==> config.mk <==
export PLATFORM = sky130hd
export DESIGN_NAME = alu_seq_ctrl
export DESIGN_NICKNAME = d
export VERILOG_FILES = /design/src/rtl/alu_seq_ctrl.sv
export SDC_FILE = /design/constraint.sdc
export NUM_CORES = 1
export LEC_CHECK = 0
export ABC_AREA = 1
export BUFFER_PORTS_ARGS = -buffer_cell sky130_fd_sc_hd__buf_2
export CAP_MARGIN = 20
export CELL_PAD_IN_SITES_DETAIL_PLACEMENT = 2
export CELL_PAD_IN_SITES_GLOBAL_PLACEMENT = 2
export CORE_MARGIN = 2
export CORE_UTILIZATION = 38
export CTS_CLUSTER_DIAMETER = 50
export CTS_CLUSTER_SIZE = 40
export DETAILED_ROUTE_END_ITERATION = 8
export PLACE_DENSITY_LB_ADDON = 0.1
export SKIP_LAST_GASP = 1
export SLEW_MARGIN = 40
export SYNTH_ARGS = -nofsm -noshare
export SYNTH_HDL_FRONTEND = slang
export SYNTH_SLANG_ARGS = --single-unit
export TNS_END_PERCENT = 100
==> constraint.sdc <==
create_clock -name clk -period 4.7 [get_ports clk]
set_clock_uncertainty 0.2 [all_clocks]
set_input_delay 0.47 -clock clk [delete_from_list [all_inputs] [get_ports clk]]
set_output_delay 0.47 -clock clk [all_outputs]
set_load 0.1 [all_outputs]
==> src/rtl/alu_seq_ctrl.sv <==
`default_nettype none
// ============================================================================
// Module   : alu_seq_ctrl
// Brief    : Command FIFO plus IDLE/ISSUE/WAIT sequencer that drives an external
//            registered ALU and keeps the architectural accumulator.
// Revision : 1.0 - initial release
// ============================================================================
module alu_seq_ctrl #(
    parameter int DEPTH = 4
) (
    input  logic       clk,
    input  logic       reset,
    input  logic       cmd_valid,
    output logic       cmd_ready,
    input  logic [2:0] cmd_op,
    input  logic [7:0] cmd_data,
    input  logic       cmd_skipz,
    input  logic       cmd_last,
    output logic [2:0] alu_opcode,
    output logic [7:0] alu_accum,
    output logic [7:0] alu_data,
    input  logic [7:0] alu_out,
    output logic [7:0] acc,
    output logic       zero_flag,
    output logic       busy,
    output logic       done
);

    localparam int              c_AW       = (DEPTH > 1) ? $clog2(DEPTH) : 1;
    localparam logic [c_AW:0]   c_FULL_CNT = (c_AW + 1)'(DEPTH);
    localparam logic [1:0]      c_ST_IDLE  = 2'd0;
    localparam logic [1:0]      c_ST_ISSUE = 2'd1;
    localparam logic [1:0]      c_ST_WAIT  = 2'd2;

    // Entry layout: {op[12:10], data[9:2], skipz[1], last[0]}
    logic [12:0]     r_mem [DEPTH];
    logic [c_AW-1:0] r_wr_ptr;
    logic [c_AW-1:0] r_rd_ptr;
    logic [c_AW:0]   r_count;

    logic [1:0]      r_state;
    logic [1:0]      w_state_next;
    logic [7:0]      r_acc;
    logic [7:0]      r_alu_accum;
    logic [7:0]      r_alu_data;
    logic [2:0]      r_alu_opcode;
    logic            r_last;
    logic            r_done;

    logic            w_full;
    logic            w_empty;
    logic            w_push;
    logic            w_pop;
    logic            w_skip;
    logic [12:0]     w_head;
    logic [2:0]      w_head_op;
    logic [7:0]      w_head_data;
    logic            w_head_skipz;
    logic            w_head_last;

    assign w_full       = (r_count == c_FULL_CNT);
    assign w_empty      = (r_count == '0);
    assign w_push       = cmd_valid && !w_full;
    assign w_pop        = (r_state == c_ST_IDLE) && !w_empty;
    assign w_head       = r_mem[r_rd_ptr];
    assign w_head_op    = w_head[12:10];
    assign w_head_data  = w_head[9:2];
    assign w_head_skipz = w_head[1];
    assign w_head_last  = w_head[0];
    assign w_skip       = w_head_skipz && (r_acc == 8'h00);

    // Storage is not reset; pointer/count reset is what flushes the FIFO.
    always_ff @(posedge clk) begin
        if (w_push) begin
            r_mem[r_wr_ptr] <= {cmd_op, cmd_data, cmd_skipz, cmd_last};
        end
    end

    always_ff @(posedge clk) begin
        if (reset) begin
            r_wr_ptr <= '0;
            r_rd_ptr <= '0;
            r_count  <= '0;
        end else begin
            if (w_push) begin
                r_wr_ptr <= r_wr_ptr + 1'b1;
            end
            if (w_pop) begin
                r_rd_ptr <= r_rd_ptr + 1'b1;
            end
            case ({w_push, w_pop})
                2'b10:   r_count <= r_count + 1'b1;
                2'b01:   r_count <= r_count - 1'b1;
                default: r_count <= r_count;
            endcase
        end
    end

    always_ff @(posedge clk) begin
        if (reset) begin
            r_state <= c_ST_IDLE;
        end else begin
            r_state <= w_state_next;
        end
    end

    always_comb begin
        w_state_next = r_state;
        case (r_state)
            c_ST_IDLE: begin
                if (w_pop && !w_skip) begin
                    w_state_next = c_ST_ISSUE;
                end
            end
            c_ST_ISSUE: w_state_next = c_ST_WAIT;
            c_ST_WAIT:  w_state_next = c_ST_IDLE;
            default:    w_state_next = c_ST_IDLE;
        endcase
    end

    // ALU operands are held from the pop edge through ISSUE and WAIT.
    always_ff @(posedge clk) begin
        if (reset) begin
            r_acc        <= 8'h00;
            r_alu_accum  <= 8'h00;
            r_alu_data   <= 8'h00;
            r_alu_opcode <= 3'b000;
            r_last       <= 1'b0;
            r_done       <= 1'b0;
        end else begin
            r_done <= 1'b0;
            case (r_state)
                c_ST_IDLE: begin
                    if (w_pop) begin
                        if (w_skip) begin
                            r_done <= w_head_last;
                        end else begin
                            r_alu_opcode <= w_head_op;
                            r_alu_data   <= w_head_data;
                            r_alu_accum  <= r_acc;
                            r_last       <= w_head_last;
                        end
                    end
                end
                c_ST_WAIT: begin
                    r_acc  <= alu_out;
                    r_done <= r_last;
                end
                default: begin
                end
            endcase
        end
    end

    assign cmd_ready  = !w_full;
    assign alu_opcode = r_alu_opcode;
    assign alu_accum  = r_alu_accum;
    assign alu_data   = r_alu_data;
    assign acc        = r_acc;
    assign zero_flag  = (r_acc == 8'h00);
    assign busy       = (r_state != c_ST_IDLE) || !w_empty;
    assign done       = r_done;

endmodule
`default_nettype wire

After elaboration in Yosys (flattened, before gate mapping). Memories as Yosys holds them, arrays and structs flattened. A register that Yosys moved wholly into a read port is not among the register bits. Index checks and enable logic that the tools add are counted.

Add/sub/neg operators: 4. Eq/ne operators: 6. Muxes and demuxes: 10. Bitwise gates (word level): 1. Reductions and logical operators: 14.

Operator list (count): $logic_not A8 Y1 (1); $mux W2 (3); $pmux W3 S2 (1); $add A2 B1 Y2 const B (2); $eq A2 B1 Y1 const B (2); $eq A2 B2 Y1 const B (2); $logic_and A1 B1 Y1 (4); $mux W1 (4); $pmux W2 S2 (1); $reduce_bool A2 Y1 (2); $add A3 B1 Y3 const B (1); $eq A3 B3 Y1 const B (1); $logic_not A1 Y1 (3); $logic_not A3 Y1 (1); $reduce_and A3 Y1 (1); $sub A3 B1 Y3 const B (1); $logic_not A2 Y1 (1); $ne A2 B1 Y1 const B (1); $pmux W1 S2 (1); $logic_or A1 B1 Y1 (1); $not A1 Y1 (1).

Flip-flop bits (word level): 38. Memory bits (writable): 52. Output and inout port bits: 31. Memories: 1.

Memories: r_mem (words 4, width 13, rd ports 1, clocked after Yosys merged registers in 1, wr ports 1, line 36) `logic [12:0] r_mem [DEPTH];`.

Longest topological paths before layout.
Depth after elaboration: 6. Mapped depth: 12. Depth with buffers taken out: 11.

Worst setup path before layout. OpenSTA, ideal clock, no wires.

Path type: register to register. Start point: register r_count[0]. End point: register r_count[2]. Library setup time: 0.122 ns. Arrival: 2.697 ns. Required time: 4.378 ns. Slack: 1.681 ns. Cell stages (with the launch flop): 11. Path buffers: 0. Clock period less this slack: 3.019 ns. Path through: dfxtp_1 inv_2 nand3_1 nand2_1 ha_1 inv_1 fa_1 a21oi_1 o21ai_0 o21ai_0 a21oi_1.

Cells in the longest elaborated chain, start to end: 5. Elaborated cells on any way between the ends: 12. Those cells by class: 2 x add/sub; 3 x eq/ne; 1 x mux; 6 x reduce/logical.

RTL lines: from (decl) (line 39) `logic [c_AW:0] r_count;`; from (signal assigned) (line 92) `2'b10: r_count <= r_count + 1'b1;`; from (signal assigned) (line 93) `2'b01: r_count <= r_count - 1'b1;`; from (signal assigned) (line 94) `default: r_count <= r_count;`; $eq A3 B3 Y1 * (line 61) `assign w_full = (r_count == c_FULL_CNT);`; $logic_not A1 Y1 *; net cmd_ready (line 14) `output logic cmd_ready,`; $logic_and A1 B1 Y1 * (line 63) `assign w_push = cmd_valid && !w_full;`; $eq A2 B1 Y1 or $eq A2 B2 Y1 (tied branches) (line 91) `case ({w_push, w_pop})`; $pmux W3 S2 or $reduce_bool A2 Y1 (tied branches).

Mark *: on every way through the listed nets, which the timed path passes. The rest lies on a longest branch. A chain may end at the register's enable or synchronous reset.

Worst setup path in the final report.
Start point: register r_count[2]. End point: register r_count[1].

Cells in the longest elaborated chain, start to end: 5. Elaborated cells on any way between the ends: 10. Those cells by class: 3 x eq/ne; 1 x mux; 6 x reduce/logical.

RTL lines (line): $eq A3 B3 Y1 or $logic_not A3 Y1 (tied branches) (61, 62); $logic_not A1 Y1, on equally long branches (63, 64); $logic_and A1 B1 Y1, on equally long branches (63, 64); $eq A2 B1 Y1 or $eq A2 B2 Y1 (tied branches) (91); $pmux W3 S2 or $reduce_bool A2 Y1 (tied branches).

Parallel ways exist; a longest one is shown, timed or not.

==> reports/qor.yml <==
grt_first_pass_wirelength_mm: 16.7
finish.utilization_pct: 44.1
dr_total_vias: 3032
grt_usage_pct: 19.2
wire_per_inst_um: 16.5
ioPinCount: 55
synth_common_cells: "90 x nand2_1, 79 x inv_1, 52 x edfxtp_1"
cp_data_arrival_time_ps: 2800
totalPowerFinal_mw: 3.33
drive_above_1_share_pct: 20.7
cts_setup_buffers: 0
cts_buffers: 9
htree_levels: 3
yosys.area.top_type: "edfxtp_1"
required_ps: 4790
start_kind: "register"
antenna_found_initial: 0
drc: 0
slowest_delay_ps: 570
final-hold-violation-count: 0
hold_start: "cmd_data[1]"
synth_area_per_cell_um2: 9.23
status: "finished, final reports clean"
ctsHoldBuffers: 0
syn_area_mm2: 0.00399
cap_violations: 0
grt_pass1_vias: 3281
synth_most_common_cell: "nand2_1"
path_cells: "inv_1, nand3_1, nand2_1, clkinv_2, ha_1, inv_1, fa_1, nor2_1, a21oi_1, nor2_1"
cts.path.max_buffers: 2
ant_nets: 0
tightest_slew_ps: 751
overflow: 0
crit_type: "reg -> reg"
clk_root_buffer_cell: "clkbuf_8"
ys_types: 24
hpwl_mm: 6.89
power_leakage_nw: 2.08
layout.nets: 512
die_width_um: 106
synth_edf_count: 52
ctsResizeCount: 0
cp_slowest_cell: "clkinv_2"
die_h_um: 106
n_antenna_cell: 0
fin_crit_ps: 2710
insertion_delay_ps: 360
wirelength_mm: 10.3
fin_tns_setup_ps: 0
postSynth.asyncResetShare_pct: 0
synth_warnings: 0
cts_sinks: 92
synth-seq-area-share_pct: 59.2
dr.pass1.iters: 4
viasPerCell: 4.87
drt_iter0_markers: 84
cts_tree: "yes"
power.density_mw_per_mm2: 733
rows: 37
initial_core_util_pct: 38.8
synth-seq-cells: 92
core_mm2: 0.0103
hold_slack_ps: 120
crit_path_end_kind: "register"
area_growth_pct: 13.7
setup.worst_path.start: "r_count[2]"
synth_top_area_share_pct: 39.1
crit_path_max_fanout: 43
port_buffers: 54
finalCritPeriodShare_pct: 57.7
cts.clk_slew.worst_paths_ps: 100
relSlewSlack_pct: 49.9
fmax_mhz: 369
synth_ff_type: "edfxtp_1"
postSynthCellCount: 432
worst_ir_drop_vdd_mv: 0.431
rsz0062_at_grt: "no"
slew_violations: 0
setup_viol: 0
r2r-start: "r_count[2]"
synth_area_leaders: "edfxtp_1 39%, dfxtp_1 20%, nand2_1 8.5%"
dieArea_mm2: 0.0113
grt_max_degree: 44
gp_congestion: 0.710
syn_nets: 462
hold_class: "in -> reg"
flip-flops by register name, indices dropped and copies added (netlist names), named ones only:
name	cells
r_wr_ptr	2
r_rd_ptr	2
alu_opcode	3
alu_data	8
r_last	1
r_mem	52
r_state	2
done	1
r_count	3
acc	8
alu_accum	8
routing by layer:
metal	routed length, um	global-route usage, %	part of all wire (%)
met1	4610	23.9	45
met2	5360	34.8	52
met3	214	2.70	2.1
met4	100	5.29	0.97
met5	0	0	0
final timing paths:
path                            cells past startpoint            to  slack, ps
worst max register to register                     10    r_count[1]       1990
worst max-delay path                               10    r_count[1]       1990
worst min register to register                      2  alu_accum[6]        290
worst min-delay path                                1   r_mem[1][3]        120
report_power, final:
part	internal [mW]	leakage, nW	switching, mW
Sequential	0.998	0.805	0.113
Clock	0.249	0.0978	0.295
Combinational	0.360	1.18	1.31
Total	1.61	2.08	1.72
cells by family after synthesis:
group	Yosys count	synth area share [%]
and+or+nand+nor	179	21.1
buffers and inverters	104	11.2
DFF	92	59.2
AOI/OAI and AO/OA	51	6.40
adders and majority gates	6	2.07
placed cells by master (no fill, tap or decap), types with 4 or more instances in the layout:
cell      Yosys  layout
clkbuf_8      0       9
ha_1          5       5
dfxtp_1      40      39
buf_2        12      54
o21ai_0      15      15
nand3_1      30      30
nand3_2      18      18
inv_1        79      79
edfxtp_1     52      52
nor2_1       34      34
a21oi_1      34      34
buf_4         2       4
nand2_1      90      90
layout make-up:
class	instances	area (um2)
Clock buffer	9	124
Sequential cell	92	2360
Multi-Input combinational cell	236	1180
Timing Repair Buffer	58	300
Inverter	85	324
Clock inverter	7	73.8
Tap cell	136	170
Fill cell	1191	5740
stage by stage:
stage | cell area, um2 | cells | setup WS, ps
6_report | 4540 | 623 | 1990
5_1_grt | 4540 | 623 | 1750
4_1_cts | 4540 | 623 | 1830
3_5_place_dp | 4340 | 607 | 1840
3_3_place_gp | 4340 | 607 | 1970
2_1_floorplan | 3990 | 432 | 1680
critical path, delay by kind of cell, from the launching register on:
kind	cells	cell delay, ps
AOI/OAI and AO/OA	1	50
DFF	1	320
adders and majority gates	2	890
buffers and inverters	3	780
and+or+nand+nor	4	400
Note: power is estimated with default switching activity, not from simulation.
